==> src/rtl/lsu_pkg.sv <==
// Shared size encodings, FSM states and access bookkeeping for the data-memory LSU.
// Latency: none (types and pure functions only).
// Backpressure: not applicable.
package lsu_pkg;

    localparam logic [1:0] SZ_B   = 2'b00;
    localparam logic [1:0] SZ_H   = 2'b01;
    localparam logic [1:0] SZ_W   = 2'b10;
    localparam logic [1:0] SZ_ILL = 2'b11;

    typedef enum logic [1:0] {
        IDLE    = 2'd0,
        RD_WAIT = 2'd1,
        RESP    = 2'd2
    } lsu_state_t;

    typedef struct packed {
        logic [1:0] size;
        logic       is_unsigned;
        logic [1:0] addr_lo;
    } acc_t;

    // Halves must be 2-byte aligned, words 4-byte aligned; size 11 is never legal.
    function automatic logic access_err(input logic [1:0] size, input logic [1:0] lo);
        return (size == SZ_ILL) ||
               ((size == SZ_H) && lo[0]) ||
               ((size == SZ_W) && (lo != 2'b00));
    endfunction

endpackage

==> src/rtl/lsu_load_align.sv <==
// Selects the addressed byte/half lane of a memory word and sign- or zero-extends it.
// Latency: purely combinational.
// Backpressure: none.
module lsu_load_align
    import lsu_pkg::*;
(
    input  logic [31:0] mem_word,
    input  logic [1:0]  addr_lo,
    input  logic [1:0]  size,
    input  logic        is_unsigned,
    output logic [31:0] rdata
);

    logic [7:0]  lane_b;
    logic [15:0] lane_h;

    always_comb begin
        lane_b = mem_word[8*addr_lo +: 8];
        lane_h = addr_lo[1] ? mem_word[31:16] : mem_word[15:0];
        case (size)
            SZ_B:    rdata = {{24{~is_unsigned & lane_b[7]}}, lane_b};
            SZ_H:    rdata = {{16{~is_unsigned & lane_h[15]}}, lane_h};
            default: rdata = mem_word;
        endcase
    end

endmodule

==> src/rtl/dmem_lsu.sv <==
// Load/store unit between the pipeline and a registered-read data memory port.
// Latency: store/error response 1 cycle after accept, load response 2 cycles after accept.
// Backpressure: req_ready only in IDLE; response held stable until resp_ready.
module dmem_lsu
    import lsu_pkg::*;
#(
    parameter int ADDR_W = 32
) (
    input  logic              clk,
    input  logic              resetn,
    input  logic              req_valid,
    output logic              req_ready,
    input  logic              req_we,
    input  logic [1:0]        req_size,
    input  logic              req_unsigned,
    input  logic [ADDR_W-1:0] req_addr,
    input  logic [31:0]       req_wdata,
    output logic              resp_valid,
    input  logic              resp_ready,
    output logic [31:0]       resp_rdata,
    output logic              resp_err,
    output logic [ADDR_W-1:0] mem_addr,
    output logic [3:0]        mem_wmask,
    output logic [31:0]       mem_wdata,
    input  logic [31:0]       mem_data
);

    lsu_state_t        state;
    acc_t              acc_q;
    logic [ADDR_W-1:0] addr_q;
    logic              accept;
    logic              req_err;
    logic [3:0]        wmask_raw;
    logic [31:0]       load_data;

    assign req_ready  = (state == IDLE);
    assign resp_valid = (state == RESP);
    assign accept     = req_valid & req_ready;
    assign req_err    = access_err(req_size, req_addr[1:0]);

    assign mem_addr = (state == IDLE) ? {req_addr[ADDR_W-1:2], 2'b00} : addr_q;

    always_comb begin
        case (req_size)
            SZ_B:    wmask_raw = 4'b0001 << req_addr[1:0];
            SZ_H:    wmask_raw = 4'b0011 << req_addr[1:0];
            default: wmask_raw = 4'b1111;
        endcase
    end

    always_comb begin
        case (req_size)
            SZ_B:    mem_wdata = {4{req_wdata[7:0]}};
            SZ_H:    mem_wdata = {2{req_wdata[15:0]}};
            default: mem_wdata = req_wdata;
        endcase
    end

    // Gated by resetn so no write strobe can reach the memory while reset is held.
    assign mem_wmask = (accept & req_we & ~req_err & resetn) ? wmask_raw : 4'b0000;

    lsu_load_align u_align (
        .mem_word    (mem_data),
        .addr_lo     (acc_q.addr_lo),
        .size        (acc_q.size),
        .is_unsigned (acc_q.is_unsigned),
        .rdata       (load_data)
    );

    always_ff @(posedge clk or negedge resetn) begin
        if (!resetn) begin
            state      <= IDLE;
            addr_q     <= '0;
            acc_q      <= '0;
            resp_rdata <= 32'h0;
            resp_err   <= 1'b0;
        end else begin
            case (state)
                IDLE: begin
                    if (accept) begin
                        addr_q     <= {req_addr[ADDR_W-1:2], 2'b00};
                        acc_q      <= '{size: req_size, is_unsigned: req_unsigned,
                                        addr_lo: req_addr[1:0]};
                        resp_rdata <= 32'h0;
                        resp_err   <= req_err;
                        state      <= (req_err | req_we) ? RESP : RD_WAIT;
                    end
                end
                RD_WAIT: begin
                    resp_rdata <= load_data;
                    resp_err   <= 1'b0;
                    state      <= RESP;
                end
                RESP: begin
                    if (resp_ready) begin
                        state <= IDLE;
                    end
                end
                default: state <= IDLE;
            endcase
        end
    end

endmodule

==> config.mk <==
export PLATFORM = sky130hd
export DESIGN_NAME = dmem_lsu
export DESIGN_NICKNAME = d
export VERILOG_FILES = /design/src/rtl/lsu_pkg.sv /design/src/rtl/lsu_load_align.sv /design/src/rtl/dmem_lsu.sv
export SDC_FILE = /design/constraint.sdc
export NUM_CORES = 1
export LEC_CHECK = 0
export ABC_AREA = 0
export CAP_MARGIN = 20
export CORE_ASPECT_RATIO = 1.1
export CORE_MARGIN = 2
export CORE_UTILIZATION = 40
export CTS_CLUSTER_DIAMETER = 40
export DETAILED_ROUTE_END_ITERATION = 10
export PLACE_DENSITY_LB_ADDON = 0.2
export SYNTH_ARGS = -nofsm -noshare
export SYNTH_HDL_FRONTEND = slang
export SYNTH_SLANG_ARGS = --single-unit
==> constraint.sdc <==
create_clock -name clk -period 2.3 [get_ports clk]
set_input_delay 0.46 -clock clk [delete_from_list [all_inputs] [get_ports clk]]
set_output_delay 0.46 -clock clk [all_outputs]
set_load 0.02 [all_outputs]
Yosys cells after proc, flatten, opt, wreduce, memory -nomap -nowiden
Cells that the tools add are included.

Bitwise operators: 9. Reduce and logical (&&, ||, !) cells: 12. Shift operators: 3. Mux-type cells: 14. Eq/ne operators: 8.

Operators with widths (count): case mux 32 bit (2 select lines) (3); two-way mux 32 bit (2); variable part select 32 x 6 -> 8 bit (1); two-way mux 16 bit (1); case mux 4 bit (2 select lines) (1); AND 1 bit (6); == test 2 x 1 -> 1 bit, second input constant (3); == test 2 bit, second input constant (3); logical NOT 2 bit (3); two-way mux 2 bit (3); case mux 2 bit (3 select lines) (1); AND reduction 2 bit (3); two-way mux 4 bit (1); inequality test 2 x 1 -> 1 bit, second input constant (2); nonzero test 2 bit (2); left shift 1 x 2 -> 4 bit, first input constant (1); left shift 2 x 2 -> 4 bit, first input constant (1); logical AND 1 bit (2); logical OR 1 bit (2); inverter 1 bit (2); case mux 1 bit (2 select lines) (1); two-way mux 1 bit (1); bitwise OR 1 bit (1).

Input port bits: 104. Bits in registers: 70. Output and inout port bits: 103.

Depth between registers and ports, before layout
Gate-level depths: netlist of the first run.

Depth in word-level cells: 8. Mapped depth: 6. Gate-level depth less buffers: 4.

By module
From an unflattened synthesis of the first run, not the netlist that was laid out.

Cells, all modules: 390. Area, all modules: 4274.1 um^2.

Modules (own cells, without submodules): dmem_lsu (instances 1, cells an instance 268, seq. area each 1751.7 um^2, area an instance 3579.7 um^2); lsu_load_align (instances 1, cells an instance 122, seq. area each 0.0 um^2, area an instance 694.4 um^2).

Worst setup path before layout of the first run
OpenSTA, ideal clock, no wires.

Path kind: register to output. Start point: reg state[0]. End point: out mem_wmask[2]. Setup slack: 0.101 ns. Arrival time: 1.739 ns. Path buffers: 1. Cell stages (with the launch flop): 6. Required time: 1.840 ns. Cells stage by stage: dfrtp_1 > nor2_1 > and2_1 > clkbuf_1 > nand4b_1 > a31oi_1.

Word-level cells in the longest chain between the ends: 6.

Ends and longest elaborated chain: from (decl) (RTL line dmem_lsu.sv:28) `lsu_state_t state;`; from (signal assigned) (RTL line dmem_lsu.sv:86) `state <= (req_err | req_we) ? RESP : RD_WAIT;`; logical NOT 2 bit (RTL line dmem_lsu.sv:36) `assign req_ready = (state == IDLE);`; AND 1 bit (RTL line dmem_lsu.sv:38) `assign accept = req_valid & req_ready;`; AND 1 bit (3 in series) (RTL line dmem_lsu.sv:60) `assign mem_wmask = (accept & req_we & ~req_err & resetn) ? wmask_raw : 4'b0000;`; two-way mux 4 bit (RTL line dmem_lsu.sv:60); to (decl) (RTL line dmem_lsu.sv:23) `output logic [3:0] mem_wmask,`.

No other way between the ends.

Final worst setup path of the first run
Start point: in req_addr[0]. End point: out mem_wmask[1].

Word-level cells in the longest chain between the ends: 7.

Ends and longest elaborated chain: from (decl) (RTL line dmem_lsu.sv:16) `input logic [ADDR_W-1:0] req_addr,`; nonzero test 2 bit or logical AND 1 bit (tied branches) (RTL line lsu_pkg.sv:27, lsu_pkg.sv:26); logical AND 1 bit or logical OR 1 bit (tied branches) (RTL line lsu_pkg.sv:27, lsu_pkg.sv:25); logical OR 1 bit (RTL line lsu_pkg.sv:26) `((size == SZ_H) && lo[0]) ||`; inverter 1 bit (RTL line dmem_lsu.sv:60); AND 1 bit (2 in series) (RTL line dmem_lsu.sv:60); two-way mux 4 bit (*) (RTL line dmem_lsu.sv:60).

Every way passes the cells marked *; elsewhere a longest branch is shown, timed or not.

==> summary.md, run 1 <==
| Metric | Value |
|---|---|
| Status | completed |
| Rows | 38 |
| Setup CP Type | in -> out |
| CTS tree | done |
| Worst EP required | 1.84 ns |
| Io pins | 207 |
| Vias | 4003 |
| Synthesized area | 4000 um^2 |
| EDFF count, synth | 0 |
| Crit path DAT | 1.80 ns |
| CTS clock-pin slew for the worst setup and hold paths | 0.08 ns |
| Fin crit share | 0.981 |
| Hold WC Path Type | in -> async |
| GR Overflow Total | 0 |
| Post-synth ARST share | 1.00 |
| Max-slew violations | 0 |
| Core Region | 9790 um^2 |
| Largest family of logic cells by synthesized area | multiplexers |
| Most area-hungry cell type in the Yosys netlist | dfrtp_1 |
| Pleak | 2.94 nW |
| # setup viols final | 0 |
| Vias in the first global route | 4055 |
| Filler cell count | 845 |
| Worst slew pin tran | 0.900 ns |
| Dpl cells | 745 |
| Initial antenna violation count | 0 |
| Yosys warnings | 0 |
| Initial DRC count | 106 |
| Register area share after synthesis | 0.438 |
| Final hold violation count | 0 |
| Initial Utilization | 0.408 |
| First-pass GRT wire length | 20600 um |
| DRC | 0 |
| RSZ-0062 raised after global routing | yes |
| Synth Area in XOR/XNOR | 0 |
| Total track usage | 0.241 |
| CTS buffer count | 9 |
| Post-synth top area share | 0.438 |
| Most frequent cells in the layout | clkdlybuf4s50_1 (142), nand2_1 (118), dfrtp_1 (70), mux2_2 (47), a21oi_1 (34) |
| Peak VDD IR | 0.000562 V |
| Maxcap violations | 0 |
| 1st-pass router iterations | 4 |
| Synth cell types | 38 |
| Clock root buffer | clkbuf_8 |
| Ys flop type | dfrtp_1 |
| Largest net degree at the start of global routing | 71 |
| Total wire length | 13000 um |
| CTS Sinks | 70 |
| Die Width | 99.3 um |
| P per Cell Area | 857 nW/um^2 |
| Synth Area in Simple Gates | 0.152 |
| Skew-Pair Late Insertion Delay | 0.36 ns |
| Worst Setup End Kind | output port |
| Die H | 109 um |
| Synth Area in Compound Gates | 0.160 |
| Post-route setup slack | 0.0442 ns |
| Commonest non-fill, non-tap cell in the layout | clkdlybuf4s50_1 |
| Flops & latches, synth | 70 |
| Critical path peak fanout | 4 |
| Final Skew | 0.0102 ns |
| Period minus WS final | 2.26 ns |
| Die area | 10800 um^2 |
| Max Freq | 443 MHz |
| Layout area overhead | 59.5% |
| Adder-Cell Fraction of Synth Area | 0 |
| Post-DRT Antenna Nets | 0 |
| WHS | 0.347 ns |
| CTS max path bufs | 2 |
| DR WL/cell | 17.0 um |
| Post-synthesis mux area share | 0.190 |
| Startpoint types | primary input |
| Non-filler cells, final | 765 |
| Share of cells above drive strength 1 | 0.216 |
| RD Place Congestion | 0.858 |
| Htree depth | 3 |
| Via density per instance | 5.23 |
| Worst rel slew slack | 0.400 |
| Total chip power | 0.00547 W |
| Synth area leaders | dfrtp_1 (44%), mux2_2 (13%), nand2_1 (11%) |
| Dpl hpwl | 9600 um |
| Setup TNS | 0 ns |
| Placement Setup Slack | -0.489 ns |
| Syn Inst Count | 431 |
| Avg Cell Area, Syn | 9.28 um^2 |
| Layout Nets | 744 |
| IO Port Bufs | 204 |
| Ant diodes | 0 |
[state kept, by name, summed over array words and instances (netlist names)]
name	flops
resp_rdata	32
addr_q	30
acc_q	5
state	2
resp_err	1
[through the flow]
step                 util  cell area, um^2
global route        0.651             6380
detailed placement  0.637             6240
floorplan               -             4000
CTS                 0.654             6410
global placement    0.637             6240
finish              0.651             6380
[what timing repair did]
| action | CTS | global route |
|---|---|---|
| resized for setup | 137 | 28 |
| hold buffers | 0 | 0 |
| endpoints found under the setup margin | 59 | 10 |
| gates cloned | 1 | 0 |
| setup buffers | 2 | 0 |
| pin swaps | 1 | 1 |
[cell usage after synthesis (all sizes together), types with 2 or more instances]
| cell type | n |
|---|---|
| o21ai | 13 |
| buf | 17 |
| nor3 | 2 |
| o21bai | 2 |
| a31oi | 8 |
| mux2i | 23 |
| o221ai | 7 |
| a21o | 2 |
| mux2 | 47 |
| dfrtp | 70 |
| a21oi | 36 |
| nand2b | 3 |
| clkbuf | 21 |
| nor2 | 18 |
| a41oi | 2 |
| nand2 | 118 |
| inv | 9 |
| clkinv | 2 |
| a221o | 16 |
[critical path, stage by stage]
cell,delay (ns)
clkdlybuf4s50_1,0.46
nor3_1,0.17
nor2_1,0.08
nand4b_1,0.26
a21oi_1,0.16
buf_2,0.19
[where the power goes]
part / internal (W) / total [W] / switching (W)
clock: 0.000502 / 0.00101 / 0.000506
sequential: 0.00157 / 0.00181 / 0.000244
combinational: 0.00125 / 0.00265 / 0.00140
total: 0.00331 / 0.00547 / 0.00215
[final cells by class]
cell class / instances / area, um^2 / area share
sequential: 70 / 1750 / 0.275
timing repair buffer: 235 / 2210 / 0.346
clock inverter: 7 / 73.8 / 0.0116
clock buffer: 9 / 124 / 0.0194
inverter: 11 / 41.3 / 0.00647
tap: 120 / 150 / 0.0235
multi-input combinational: 313 / 2030 / 0.318
[worst paths after layout]
kind                             start             end  slack (ns)  cells after the start
min in group clk            addr_q[21]      addr_q[21]        0.48                      2
hold / removal                  resetn  resp_rdata[29]        0.35                      2
max in group asynchronous       resetn       addr_q[3]        1.34                      2
setup / recovery           req_addr[0]    mem_wmask[1]        0.04                      6
hold reg to reg             addr_q[21]      addr_q[21]        0.48                      2
setup reg to reg              acc_q[4]  resp_rdata[16]        0.46                      4
[metal layers]
layer / vias up / GRT usage / routed length, um
li1: 1912 / - / -
met1: 1920 / 0.299 / 5270
met2: 153 / 0.413 / 6550
met3: 18 / 0.0519 / 966
met4: 0 / 0.0861 / 235
met5: - / 0 / 0
[cells by family after synthesis]
logic type | after synthesis
buf+inv | 49
mux | 70
simple gates | 150
compound gates | 91
flops | 70
other cells | 1
No activity file was read; power rests on OpenSTA's default activity.
==> run 2: changes to the inputs <==
--- a/config.mk
+++ b/config.mk
@@ -12,7 +12,7 @@
 export CORE_UTILIZATION = 40
 export CTS_CLUSTER_DIAMETER = 40
 export DETAILED_ROUTE_END_ITERATION = 10
-export PLACE_DENSITY_LB_ADDON = 0.2
+export PLACE_DENSITY_LB_ADDON = 0.1
 export SYNTH_ARGS = -nofsm -noshare
 export SYNTH_HDL_FRONTEND = slang
 export SYNTH_SLANG_ARGS = --single-unit
==> summary.md, run 2 (same netlist as run 1, synthesis figures left out) <==
| Metric | Value |
|---|---|
| Worst R2R End | resp_rdata[27] |
| Most frequent cells in the layout | clkdlybuf4s50_1 (143), nand2_1 (118), dfrtp_1 (70), mux2_2 (47), a21oi_1 (35) |
| CTS buffer count | 9 (unchanged) |
| Placed inst area | 6270 um^2 (+0.48%) |
| Layout Nets | 749 (+0.67%) |
| Setup CP Type | in -> out |
| Critical path peak fanout | 10 (+6) |
| Worst Setup End Kind | output port |
| Total wire length | 12700 um (-2.9%) |
| Startpoint types | primary input |
| DR WL/cell | 16.4 um (-3.5%) |
| CTS Sinks | 70 (unchanged) |
| Slowest stage cell, crit path | clkdlybuf4s50_1 |
| Status | completed |
| Ant diodes | 0 (unchanged) |
| Final Skew | 0.00844 ns (-0.00172 ns) |
| Busiest metal layer after global routing | met2 |
| Setup crit start | req_size[1] |
| P per Cell Area | 850 nW/um^2 (-0.80%) |
| Cells on worst reg2reg path | 4 (unchanged) |
| Worst rel slew slack | 0.403 (+0.00274) |
| Post-DRT Antenna Nets | 0 (unchanged) |
| Initial antenna violation count | 0 (unchanged) |
| GR Overflow Total | 0 (unchanged) |
| Skew-Pair Late Insertion Delay | 0.35 ns (about the same) |
| Top delay family on crit path | buffers and inverters |
| Grt met2 use | 0.400 (-0.0135) |
| Maxcap violations | 0 (unchanged) |
| Grt met1 use | 0.275 (-0.0240) |
| Initial DRC count | 112 (+5.7%) |
| # setup viols final | 0 (unchanged) |
| Vias | 4058 (+1.4%) |
| CTS max path bufs | 2 (unchanged) |
| WHS | 0.350 ns (+0.00313 ns) |
| GRT met3 Usage | 0.0641 (+0.0122) |
| Final hold violation count | 0 (unchanged) |
| Largest Register | resp_rdata |
| Total chip power | 0.00547 W (about the same) |
| Period minus WS final | 2.27 ns (+0.0156 ns) |
| 1st-pass router iterations | 4 (unchanged) |
| Dpl hpwl | 9280 um (-3.4%) |
| Die area | 10800 um^2 (unchanged) |
| Total track usage | 0.232 (-0.00825) |
| Max reg flops | 32 (unchanged) |
| CTS clock-pin slew for the worst setup and hold paths | 0.08 ns (about the same) |
| CP cell instances | clkdlybuf4s15_2 -> buf_4 -> mux2_2 -> clkdlybuf4s50_1 |
| Worst EP required | 1.84 ns (about the same) |
| Final instance area | 6430 um^2 (+0.82%) |
| FF+latch area | 1750 um^2 (unchanged) |
| DRC | 0 (unchanged) |
| Core Region | 9790 um^2 (unchanged) |
| Filler cell count | 825 (-2.4%) |
| Crit path buf inv count | 3 (+1) |
| Max-slew violations | 0 (unchanged) |
| Critical path depth | 4 (-2) |
| Io pins | 207 (unchanged) |
| RR Startpoint | acc_q[4] |
| Setup crit end | mem_wdata[23] |
| IO Port Bufs | 204 (unchanged) |
| Die Width | 99.3 um (unchanged) |
| Commonest non-fill, non-tap cell in the layout | clkdlybuf4s50_1 |
| RSZ-0062 raised after global routing | yes |
| Dpl cells | 747 (+0.27%) |
| Area occupied by multi-input gates | 2040 um^2 (+0.18%) |
| Vias in the first global route | 3975 (-2.0%) |
| Fin crit share | 0.988 (+0.00677) |
| Non-filler cells, final | 770 (+0.65%) |
| Clock root buffer | clkbuf_8 |
| CP max stage delay | 0.54 ns (+0.08 ns) |
| Initial Utilization | 0.408 (unchanged) |
| Htree depth | 3 (unchanged) |
| First-pass GRT wire length | 19800 um (-3.9%) |
| Top flop regs | resp_rdata (32), addr_q (30), acc_q (5) |
| Share of cells above drive strength 1 | 0.222 (+0.00603) |
| Peak VDD IR | 0.000527 V (-6.2%) |
| CTS tree | done |
| Pleak | 3.02 nW (+2.6%) |
| RD Place Congestion | 0.856 (-0.22%) |
| Hold WC Path Type | in -> async |
| R2r setup slk | 0.42 ns (-0.04 ns) |
| Rows | 38 (unchanged) |
| Largest net degree at the start of global routing | 71 (unchanged) |
| Final Util | 0.657 (+0.00537) |
| Max Freq | 440 MHz (-0.69%) |
| Layout area overhead | 60.8% |
| Via density per instance | 5.27 (+0.72%) |
| Crit path DAT | 1.81 ns (about the same) |
| Worst slew pin tran | 0.896 ns (-0.00411 ns) |
| Die H | 109 um (unchanged) |
run 2: changes by cell type in the layout (fill, tap and decap cells not counted), sizes merged, moves of 2 or more:
| cell | delta |
|---|---|
| buf | +5 |
| clkinv | +4 |
| clkinvlp | -4 |
| dlymetal6s2s | +4 |
| dlygate4sd2 | -3 |
| clkdlybuf4s15 | -2 |
run 2: worst reg2reg max path, cell delays in order, from the launching register on:
cell	delay [ns]
dfrtp_1	0.52
or4_4	0.61
a2111oi_4	0.38
buf_12	0.20
a221o_1	0.12
run 2: worst min path at each step:
stage	endpoint	cells after the start	slack, ns	from
floorplan	acc_q[0]	0	0.16	resetn
global placement	addr_q[20]	2	0.45	addr_q[20]
detailed placement	addr_q[21]	2	0.46	addr_q[21]
CTS	resp_rdata[29]	2	0.39	resetn
global route	resp_rdata[29]	2	0.41	resetn
finish	resp_rdata[29]	2	0.35	resetn
run 2: power breakdown:
| part | leakage [nW] | switching [W] | total (W) | internal [W] |
|---|---|---|---|---|
| Sequential | 0.912 | 0.000241 | 0.00181 | 0.00157 |
| Combinational | 2.01 | 0.00140 | 0.00267 | 0.00126 |
| Clock | 0.100 | 0.000497 | 0.000996 | 0.000499 |
run 2: per-layer routing:
layer  share of wire  vias to the layer above
li1                -                     1925
met2            0.50                      170
met5               0                        -
met3           0.078                       29
met4           0.025                        0
met1            0.40                     1934
run 2: area by class of cell:
cell class	count	area share
clock buffer	10	0.0198
clock inverter	6	0.00973
inverter	11	0.00642
multi-input combinational	313	0.316
sequential	70	0.272
tap	120	0.0233
timing repair buffer	240	0.352
run 2: timing repair:
action | 4_1_cts | 5_1_grt
endpoints found under the setup margin | 59 | 19
gates cloned | 1 | 0
hold buffers | 0 | 0
resized for setup | 134 | 26
pin swaps | 1 | 1
setup buffers | 5 | 0
run 2: stage by stage:
step | setup TNS, ns | setup slack (ns)
detailed placement | -9.47 | -0.474
global route | -0.0131 | -0.00583
global placement | -8.20 | -0.433
finish | 0 | 0.0286
CTS | -0.156 | -0.156
floorplan | 0 | 0.101
